===== config.mk =====
export PLATFORM = sky130hd
export DESIGN_NAME = irrigation_timer_ctrl
export DESIGN_NICKNAME = d
export VERILOG_FILES = /design/src/rtl/irrigation_pkg.sv /design/src/rtl/irrigation_timer_ctrl_prescaler.sv /design/src/rtl/irrigation_timer_ctrl.sv
export SDC_FILE = /design/constraint.sdc
export NUM_CORES = 1
export LEC_CHECK = 0
export BUFFER_PORTS_ARGS = -buffer_cell sky130_fd_sc_hd__buf_2
export CORE_MARGIN = 2
export CORE_UTILIZATION = 55
export CTS_BUF_LIST = sky130_fd_sc_hd__clkbuf_8
export CTS_CLUSTER_SIZE = 25
export DETAILED_ROUTE_END_ITERATION = 16
export PLACE_DENSITY = 0.7
export SKIP_CTS_REPAIR_TIMING = 1
export SLEW_MARGIN = 10
export SYNTH_ARGS = -nofsm -noshare
export SYNTH_HDL_FRONTEND = slang
export SYNTH_SLANG_ARGS = --single-unit

===== constraint.sdc =====
create_clock -name clk -period 2.7 [get_ports clk]
set_clock_uncertainty 0.2 [all_clocks]
set_input_delay 0.135 -clock clk [delete_from_list [all_inputs] [get_ports clk]]
set_output_delay 0.135 -clock clk [all_outputs]
set_load 0.02 [all_outputs]

===== src/rtl/irrigation_pkg.sv =====
// irrigation_pkg: shared types and constants for the irrigation timer.
//   state_t      - controller states
//   TIMER_W      - width of the watering countdown / display value
//   TICK_DIV_DEF - default clock cycles per timer unit
package irrigation_pkg;
   typedef enum logic [1:0] {
      ST_IDLE  = 2'd0,
      ST_RUN   = 2'd1,
      ST_PAUSE = 2'd2,
      ST_DONE  = 2'd3
   } state_t;

   localparam int TIMER_W      = 4;
   localparam int TICK_DIV_DEF = 50_000_000;
endpackage


===== src/rtl/irrigation_timer_ctrl_prescaler.sv =====
// tick_prescaler: free-running 0..TICK_DIV-1 counter with hold and clear.
//   clk, rst - clock, synchronous active-high reset
//   en       - advance the counter (wraps at TICK_DIV-1)
//   clr      - force the counter to 0 (wins over en)
//   tick     - high while the registered counter equals TICK_DIV-1
module tick_prescaler #(
   parameter int TICK_DIV = 4
) (
   input  logic clk,
   input  logic rst,
   input  logic en,
   input  logic clr,
   output logic tick
);
   localparam int W = (TICK_DIV > 2) ? $clog2(TICK_DIV) : 1;
   localparam logic [W-1:0] LAST = W'(TICK_DIV - 1);

   logic [W-1:0] cnt;

   assign tick = (cnt == LAST);

   always_ff @(posedge clk) begin
      if (rst || clr)
         cnt <= '0;
      else if (en)
         cnt <= tick ? '0 : cnt + W'(1);
   end
endmodule


===== src/rtl/irrigation_timer_ctrl.sv =====
// irrigation_timer_ctrl: one irrigation cycle sequencer.
//   start          - one-cycle request to begin watering
//   pause          - level, suspends the run (valve closed, time frozen)
//   abort/soil_wet - cancel the run; soil_wet also blocks a start
//   duration       - watering time in timer units
//   valve_en/busy/done - registered status / valve drive
//   bin_number     - remaining time (previews duration while idle)
module irrigation_timer_ctrl
   import irrigation_pkg::*;
#(
   parameter int TICK_DIV = TICK_DIV_DEF
) (
   input  logic               clk,
   input  logic               rst,
   input  logic               start,
   input  logic               pause,
   input  logic               abort,
   input  logic               soil_wet,
   input  logic [TIMER_W-1:0] duration,
   output logic               valve_en,
   output logic               busy,
   output logic               done,
   output logic [TIMER_W-1:0] bin_number
);
   state_t             state, state_nx;
   logic [TIMER_W-1:0] count, count_nx;
   logic               presc_en, presc_clr, tick;

   tick_prescaler #(.TICK_DIV(TICK_DIV)) u_presc (
      .clk  (clk),
      .rst  (rst),
      .en   (presc_en),
      .clr  (presc_clr),
      .tick (tick)
   );

   always_comb begin
      state_nx  = state;
      count_nx  = count;
      presc_en  = 1'b0;
      presc_clr = 1'b0;
      case (state)
         ST_IDLE: begin
            count_nx = duration;
            if (start && (duration != '0) && !soil_wet) begin
               state_nx  = ST_RUN;
               presc_clr = 1'b1;
            end
         end
         ST_RUN: begin
            if (abort || soil_wet) begin
               state_nx  = ST_IDLE;
               presc_clr = 1'b1;
            end else if (pause) begin
               // The pause-sampled cycle still has the valve open, so it
               // counts as run time; but a tick landing here is held so it
               // fires on resume instead of being lost.
               state_nx = ST_PAUSE;
               presc_en = !tick;
            end else begin
               presc_en = 1'b1;
               if (tick) begin
                  if (count == TIMER_W'(1)) begin
                     count_nx = '0;
                     state_nx = ST_DONE;
                  end else begin
                     count_nx = count - TIMER_W'(1);
                  end
               end
            end
         end
         ST_PAUSE: begin
            if (abort || soil_wet) begin
               state_nx  = ST_IDLE;
               presc_clr = 1'b1;
            end else if (!pause) begin
               state_nx = ST_RUN;
            end
         end
         default: state_nx = ST_IDLE;  // DONE: one cycle, count stays 0
      endcase
   end

   // Outputs are registered from the next state so they line up with it.
   always_ff @(posedge clk) begin
      if (rst) begin
         state    <= ST_IDLE;
         count    <= '0;
         valve_en <= 1'b0;
         busy     <= 1'b0;
         done     <= 1'b0;
      end else begin
         state    <= state_nx;
         count    <= count_nx;
         valve_en <= (state_nx == ST_RUN);
         busy     <= (state_nx == ST_RUN) || (state_nx == ST_PAUSE);
         done     <= (state_nx == ST_DONE);
      end
   end

   assign bin_number = count;
endmodule


==> impl_results.md, run 1 <==
- Number of antenna violations at the first check in global routing: 0
- Pin count of the biggest net entering global routing: 16
- Area share of the leading cell type in the synthesized netlist: 33.5%
- Number of distinct library cells after synthesis: 57
- Clock sink count: 35
- Starting DRT DRC Count: 155
- Y dimension of the die: 65.7 µm
- Routability congestion estimate from global placement: 0.808
- GRT met2 Usage: 34.7%
- Crit path DAT: 2420 ps
- Area grow syn2layout: 9.86%
- Status: finished clean
- Post-DR vias/cell: 5.99
- Slack of the worst reg-to-reg path: 300 ps
- Gr busiest metal: met2
- Top-level I/O count: 17
- Minimum clock period after layout: 2400 ps
- Post-synthesis sequential area ratio: 33.5%
- Worst-Margin Slew: 498 ps
- Slowest cell on the critical path: sky130_fd_sc_hd__dfxtp_1
- Delay of the slowest critical-path stage: 410 ps
- Via Count: 1810
- Static Leakage: 0.847 nW
- Top area cells in the synthesized netlist: sky130_fd_sc_hd__dfxtp_1 33%, sky130_fd_sc_hd__xor2_1 5.4%, sky130_fd_sc_hd__ha_1 5.4%, sky130_fd_sc_hd__nand4_1 3.6%, sky130_fd_sc_hd__nand3_1 3.1%
- Die width: 65.7 µm
- Crit path launch type: flop
- Required time of the critical path: 2730 ps
- Worst min-delay path category: input pin to flop
- Aggregate routed wire length: 4420 µm
- Max-slew headroom: 66.5%
- CTS Buf Count: 5
- Count of endpoints failing setup in the final report: 0
- Core outline area: 0.00366 mm²
- Max rail drop VDD: 0.304 mV
- Max Cap Violations: 0
- Setup repair after global routing missed its margin: no
- Area of the mapped netlist: 0.00209 mm²
- Post-synthesis net count: 255
- Top cell types by occurrence after synthesis: 35 x sky130_fd_sc_hd__dfxtp_1, 17 x sky130_fd_sc_hd__nor2_1, 13 x sky130_fd_sc_hd__nand3_1, 13 x sky130_fd_sc_hd__xor2_1, 12 x sky130_fd_sc_hd__nand4_1
- Floorplan die area: 0.00432 mm²
- Vias in the first global route: 1569
- Maximum level of the CTS H-tree: 2
- Port Buffers: 16
- Worst-path fanout max: 6
- Final routed wire length divided by cell count: 14.6 µm
- Clock latency of the later-clocked register in the worst-skew pair: 290 ps
- Endpoint type of the worst setup path: flop
- Clock slew at the register clock pins of the worst setup and hold paths: 70 ps
- Total power divided by cell area: 433 mW/mm²
- Global-route wire length before repair: 7420 µm
- Share of post-route cells with drive strength above 1: 20.5%
- Fill cells: 338
- Worst setup path class: flop to flop
- Gate Count Post-Synth: 236
- Number of nets still failing antenna checks after routing: 0
- GR Util met1: 30.7%
- Total count of max-transition violations in the final report: 0
- Buffers and inverters on the worst path: 0
- Flop and latch count out of synthesis: 35
- Number of nets in the layout: 273
- Cell with the most instances after synthesis: sky130_fd_sc_hd__dfxtp_1
- GR Overflow Total: 0
- Category of cells accounting for the largest share of critical-path delay: simple AND/OR/NAND/NOR gates
- Count of inserted antenna diode cells: 0
- Post-route clock period utilization: 88.8%
- Number of enable flip-flop cells after synthesis: 0
- Achievable clock frequency: 0.417 GHz
- Post-synth top area cell: sky130_fd_sc_hd__dfxtp_1
- Total negative slack: 0 ps
- Met3 Usage GRT: 5.14%
- Initial core utilization: 57.2%
- Hold Fails Final Rpt: 0
- Synth Warn #: 0
- Number of remaining DRC errors: 0
- Bufs on Longest Clock Path: 2
- Sequential cell area: 701 µm²
- CTS tree: done
- Ordered list of cells on the worst path: ha_1, and4_4, nand4_1, nor2_1, a41oi_1, nor3b_1, ha_1, nor2_1
- Master cell of the clock root buffer: sky130_fd_sc_hd__clkbuf_8
- Row count: 22
- Overall Global Routing Usage: 22.4%
- Asr flop ratio synth: 0%
- Post-synthesis area per instance: 8.87 µm²
- First-pass DRT Iterations: 4
- Synth Flop Type: sky130_fd_sc_hd__dfxtp_1
- Footprint of the multi-input gates: 0.00128 mm²
- Final HPWL DP: 3220 µm
- Final worst hold slack: 47.7 ps
stage by stage:
step           setup WS, ps  total power [W]  util (%)  std cells  instance area (µm²)
2_1_floorplan           548         0.000597         -        236                 2090
3_3_place_gp            403         0.000624      60.2        294                 2200
3_5_place_dp            320         0.000625      60.2        294                 2200
4_1_cts                 298          0.00100      62.5        301                 2290
5_1_grt                17.5          0.00104      62.8        302                 2300
6_report                304         0.000997      62.8        302                 2300
path summary, 6_finish.rpt:
kind	start	endpoint	depth (start not counted)
setup / recovery	u_presc.cnt[0]	busy	8
hold / removal	duration[0]	bin_number[0]	4
setup reg to reg	u_presc.cnt[0]	busy	8
hold reg to reg	u_presc.cnt[1]	u_presc.cnt[1]	2
placed cells by master (no fill, tap or decap), types with 4 or more instances in the layout:
master | Yosys | routed
sky130_fd_sc_hd__dfxtp_1 | 35 | 35
sky130_fd_sc_hd__inv_1 | 9 | 9
sky130_fd_sc_hd__buf_2 | 3 | 16
sky130_fd_sc_hd__xor2_1 | 13 | 13
sky130_fd_sc_hd__nor2_2 | 10 | 10
sky130_fd_sc_hd__nand2_1 | 10 | 10
sky130_fd_sc_hd__a211oi_1 | 5 | 5
sky130_fd_sc_hd__a21oi_1 | 9 | 9
sky130_fd_sc_hd__ha_1 | 9 | 9
sky130_fd_sc_hd__nor3_1 | 8 | 8
sky130_fd_sc_hd__o21ai_0 | 9 | 9
sky130_fd_sc_hd__nor2_1 | 17 | 17
sky130_fd_sc_hd__clkbuf_8 | 0 | 6
sky130_fd_sc_hd__and3_1 | 4 | 4
sky130_fd_sc_hd__buf_4 | 0 | 6
sky130_fd_sc_hd__nand3_1 | 13 | 13
sky130_fd_sc_hd__nand4_1 | 12 | 12
logic make-up after synthesis:
kind of cell,share of synthesized area (%)
simple gates,34.2
compound gates,14.9
flops,33.5
buf+inv,5.26
xor+xnor,6.28
fa+ha+maj,5.38
mux,0.478
final cells by class:
class | count | area share (%)
multi-input cells | 180 | 55.8
clock buffers | 6 | 3.59
well taps | 48 | 2.61
clock inverters | 1 | 0.218
flip-flops and latches | 35 | 30.5
repair buffers | 23 | 5.88
inverters | 9 | 1.47
layer usage:
metal  up-vias  share of wire (%)
met1       854                 48
met2        44                 46
met5         -                  0
met4         0                1.2
li1        908                  -
met3         4                4.8
worst reg2reg max path, cell delays in order, from the launching register on:
cell and delay (ps):
sky130_fd_sc_hd__dfxtp_1 410, sky130_fd_sc_hd__ha_1 260, sky130_fd_sc_hd__and4_4 300, sky130_fd_sc_hd__nand4_1 110, sky130_fd_sc_hd__nor2_1 190, sky130_fd_sc_hd__a41oi_1 190
sky130_fd_sc_hd__nor3b_1 320, sky130_fd_sc_hd__ha_1 280, sky130_fd_sc_hd__nor2_1 90
state kept, by name, summed over array words and instances (netlist names):
name,count
u_presc.cnt,26
done,1
bin_number,4
state,2
busy,1
valve_en,1
power by group:
part / total [W] / leakage, nW / internal (W) / switching (W)
sequential: 0.000527 / 0.283 / 0.000522 / 0.00000481
combinational: 0.0000886 / 0.517 / 0.0000335 / 0.0000551
clock: 0.000382 / 0.0470 / 0.000200 / 0.000182
total: 0.000997 / 0.847 / 0.000755 / 0.000242
Note: power is estimated with default switching activity, not from simulation.
==> inputs of run 2 (changes only) <==
--- a/config.mk
+++ b/config.mk
@@ -11,7 +11,8 @@
 export CTS_BUF_LIST = sky130_fd_sc_hd__clkbuf_8
 export CTS_CLUSTER_SIZE = 25
 export DETAILED_ROUTE_END_ITERATION = 16
-export PLACE_DENSITY = 0.7
+export PLACE_DENSITY_LB_ADDON = 0.2
+export RECOVER_POWER = 100
 export SKIP_CTS_REPAIR_TIMING = 1
 export SLEW_MARGIN = 10
 export SYNTH_ARGS = -nofsm -noshare
==> run 2 against run 1 <==
  * The flow now finishes with violations (hold timing)
  * First-iteration DRC count shrank 12%
  * Register-to-register slack lost 20 ps
  * Setup slack lost 22 ps
  * Via count shrank 0.28%
  * Critical path type unchanged
==> impl_results.md, run 2 (same netlist as run 1, synthesis figures left out) <==
- Maximum level of the CTS H-tree: 2
- Overall Global Routing Usage: 24.0%
- Area grow syn2layout: 9.15%
- Clock latency of the later-clocked register in the worst-skew pair: 290 ps
- Total power divided by cell area: 510 mW/mm²
- Category of cells accounting for the largest share of critical-path delay: simple AND/OR/NAND/NOR gates
- Vias in the first global route: 1703
- Total negative slack: 0 ps
- Y dimension of the die: 65.7 µm
- Core outline area: 0.00366 mm²
- Hold Fails Final Rpt: 3
- Top-level I/O count: 17
- Aggregate routed wire length: 4520 µm
- Bufs on Longest Clock Path: 2
- Total count of max-transition violations in the final report: 0
- Largest register FFs: 26
- Post-route clock period utilization: 89.6%
- Slowest cell on the critical path: sky130_fd_sc_hd__or3b_1
- Max rail drop VDD: 0.475 mV
- Worst-path fanout max: 15
- Number of antenna violations at the first check in global routing: 0
- Max Cap Violations: 0
- First-pass DRT Iterations: 4
- Crit path DAT: 2390 ps
- Number of nets still failing antenna checks after routing: 0
- Number of remaining DRC errors: 0
- Routability congestion estimate from global placement: 0.848
- Floorplan die area: 0.00432 mm²
- Final worst hold slack: -32.3 ps
- Share of post-route cells with drive strength above 1: 15.7%
- CTS tree: done
- Count of inserted antenna diode cells: 0
- Violated checks: hold timing
- Number of nets in the layout: 272
- Worst min-delay path category: input pin to flop
- Cell area after layout: 0.00228 mm²
- Final HPWL DP: 3230 µm
- Row count: 22
- Post-DR vias/cell: 5.98
- Global-route wire length before repair: 7930 µm
- GR Overflow Total: 0
- Clock sink count: 35
- Die width: 65.7 µm
- Setup repair after global routing missed its margin: no
- Endpoint type of the worst setup path: flop
- Via Count: 1805
- Port Buffers: 16
- Top reg by flops: u_presc.cnt
- Max-slew headroom: 67.0%
- Clock slew at the register clock pins of the worst setup and hold paths: 70 ps
- Worst setup path class: flop to flop
- Crit path launch type: flop
- Achievable clock frequency: 0.413 GHz
- Most frequent standard cell in the layout excluding fill and tap cells: sky130_fd_sc_hd__dfxtp_1
- Count of endpoints failing setup in the final report: 0
- Final routed wire length divided by cell count: 15.0 µm
- Top library cells by usage in the layout, fill and taps aside: 35 x sky130_fd_sc_hd__dfxtp_1, 19 x sky130_fd_sc_hd__nor2_1, 13 x sky130_fd_sc_hd__nand3_1, 13 x sky130_fd_sc_hd__nand4_1, 13 x sky130_fd_sc_hd__xor2_1
- Ordered list of cells on the worst path: inv_1, ha_1, or3b_1, buf_4, nor4_1, or2b_2, nor2_1
- Static Leakage: 0.807 nW
- CTS Buf Count: 5
- Buffers and inverters on the worst path: 2
- Initial core utilization: 57.2%
- Area after detailed placement: 0.00220 mm²
- Starting DRT DRC Count: 136
- Required time of the critical path: 2670 ps
- Master cell of the clock root buffer: sky130_fd_sc_hd__clkbuf_8
- Pin count of the biggest net entering global routing: 16
- Minimum clock period after layout: 2420 ps
- Delay of the slowest critical-path stage: 490 ps
- Status: finished with violations
- Worst-Margin Slew: 494 ps
run 2: layout make-up:
| cell class | count | area [µm²] |
|---|---|---|
| sequential | 35 | 701 |
| clock buffer | 5 | 68.8 |
| clock inverter | 3 | 63.8 |
| inverter | 9 | 33.8 |
| fill | 332 | 1380 |
| tap | 48 | 60.1 |
| timing repair buffer | 22 | 113 |
| multi-input combinational | 180 | 1240 |
run 2: metal layers:
| metal | part of all wire, % | global-route usage (%) | vias to the layer above |
|---|---|---|---|
| met1 | 51 | 33.5 | 857 |
| met3 | 3.6 | 5.14 | 5 |
| li1 | - | - | 915 |
| met2 | 44 | 35.0 | 28 |
| met5 | 0 | 0 | - |
| met4 | 1.3 | 11.2 | 0 |
run 2: power breakdown:
| group | switching, W | internal [W] |
|---|---|---|
| combinational | 0.0000539 | 0.0000302 |
| sequential | 0.00000499 | 0.000522 |
| clock | 0.000189 | 0.000365 |
| total | 0.000248 | 0.000917 |
run 2: worst paths after layout:
check	from	endpoint	slack [ps]	cells after the start
max	state[1]	u_presc.cnt[24]	280	7
min	rst	busy	-30	2
max reg2reg	state[1]	u_presc.cnt[24]	280	7
min reg2reg	u_presc.cnt[1]	u_presc.cnt[1]	310	2
run 2: per-stage QoR:
| step | hold WS, ps | power (W) | cells | util [%] | worst slack (ps) |
|---|---|---|---|---|---|
| floorplan | 132 | 0.000597 | 236 | - | 548 |
| global placement | 243 | 0.000624 | 294 | 60.2 | 413 |
| detailed placement | 254 | 0.000625 | 294 | 60.2 | 329 |
| CTS | -47.0 | 0.00118 | 302 | 63.8 | 319 |
| global route | 0.193 | 0.00121 | 302 | 62.4 | 98.8 |
| finish | -32.3 | 0.00117 | 302 | 62.4 | 282 |
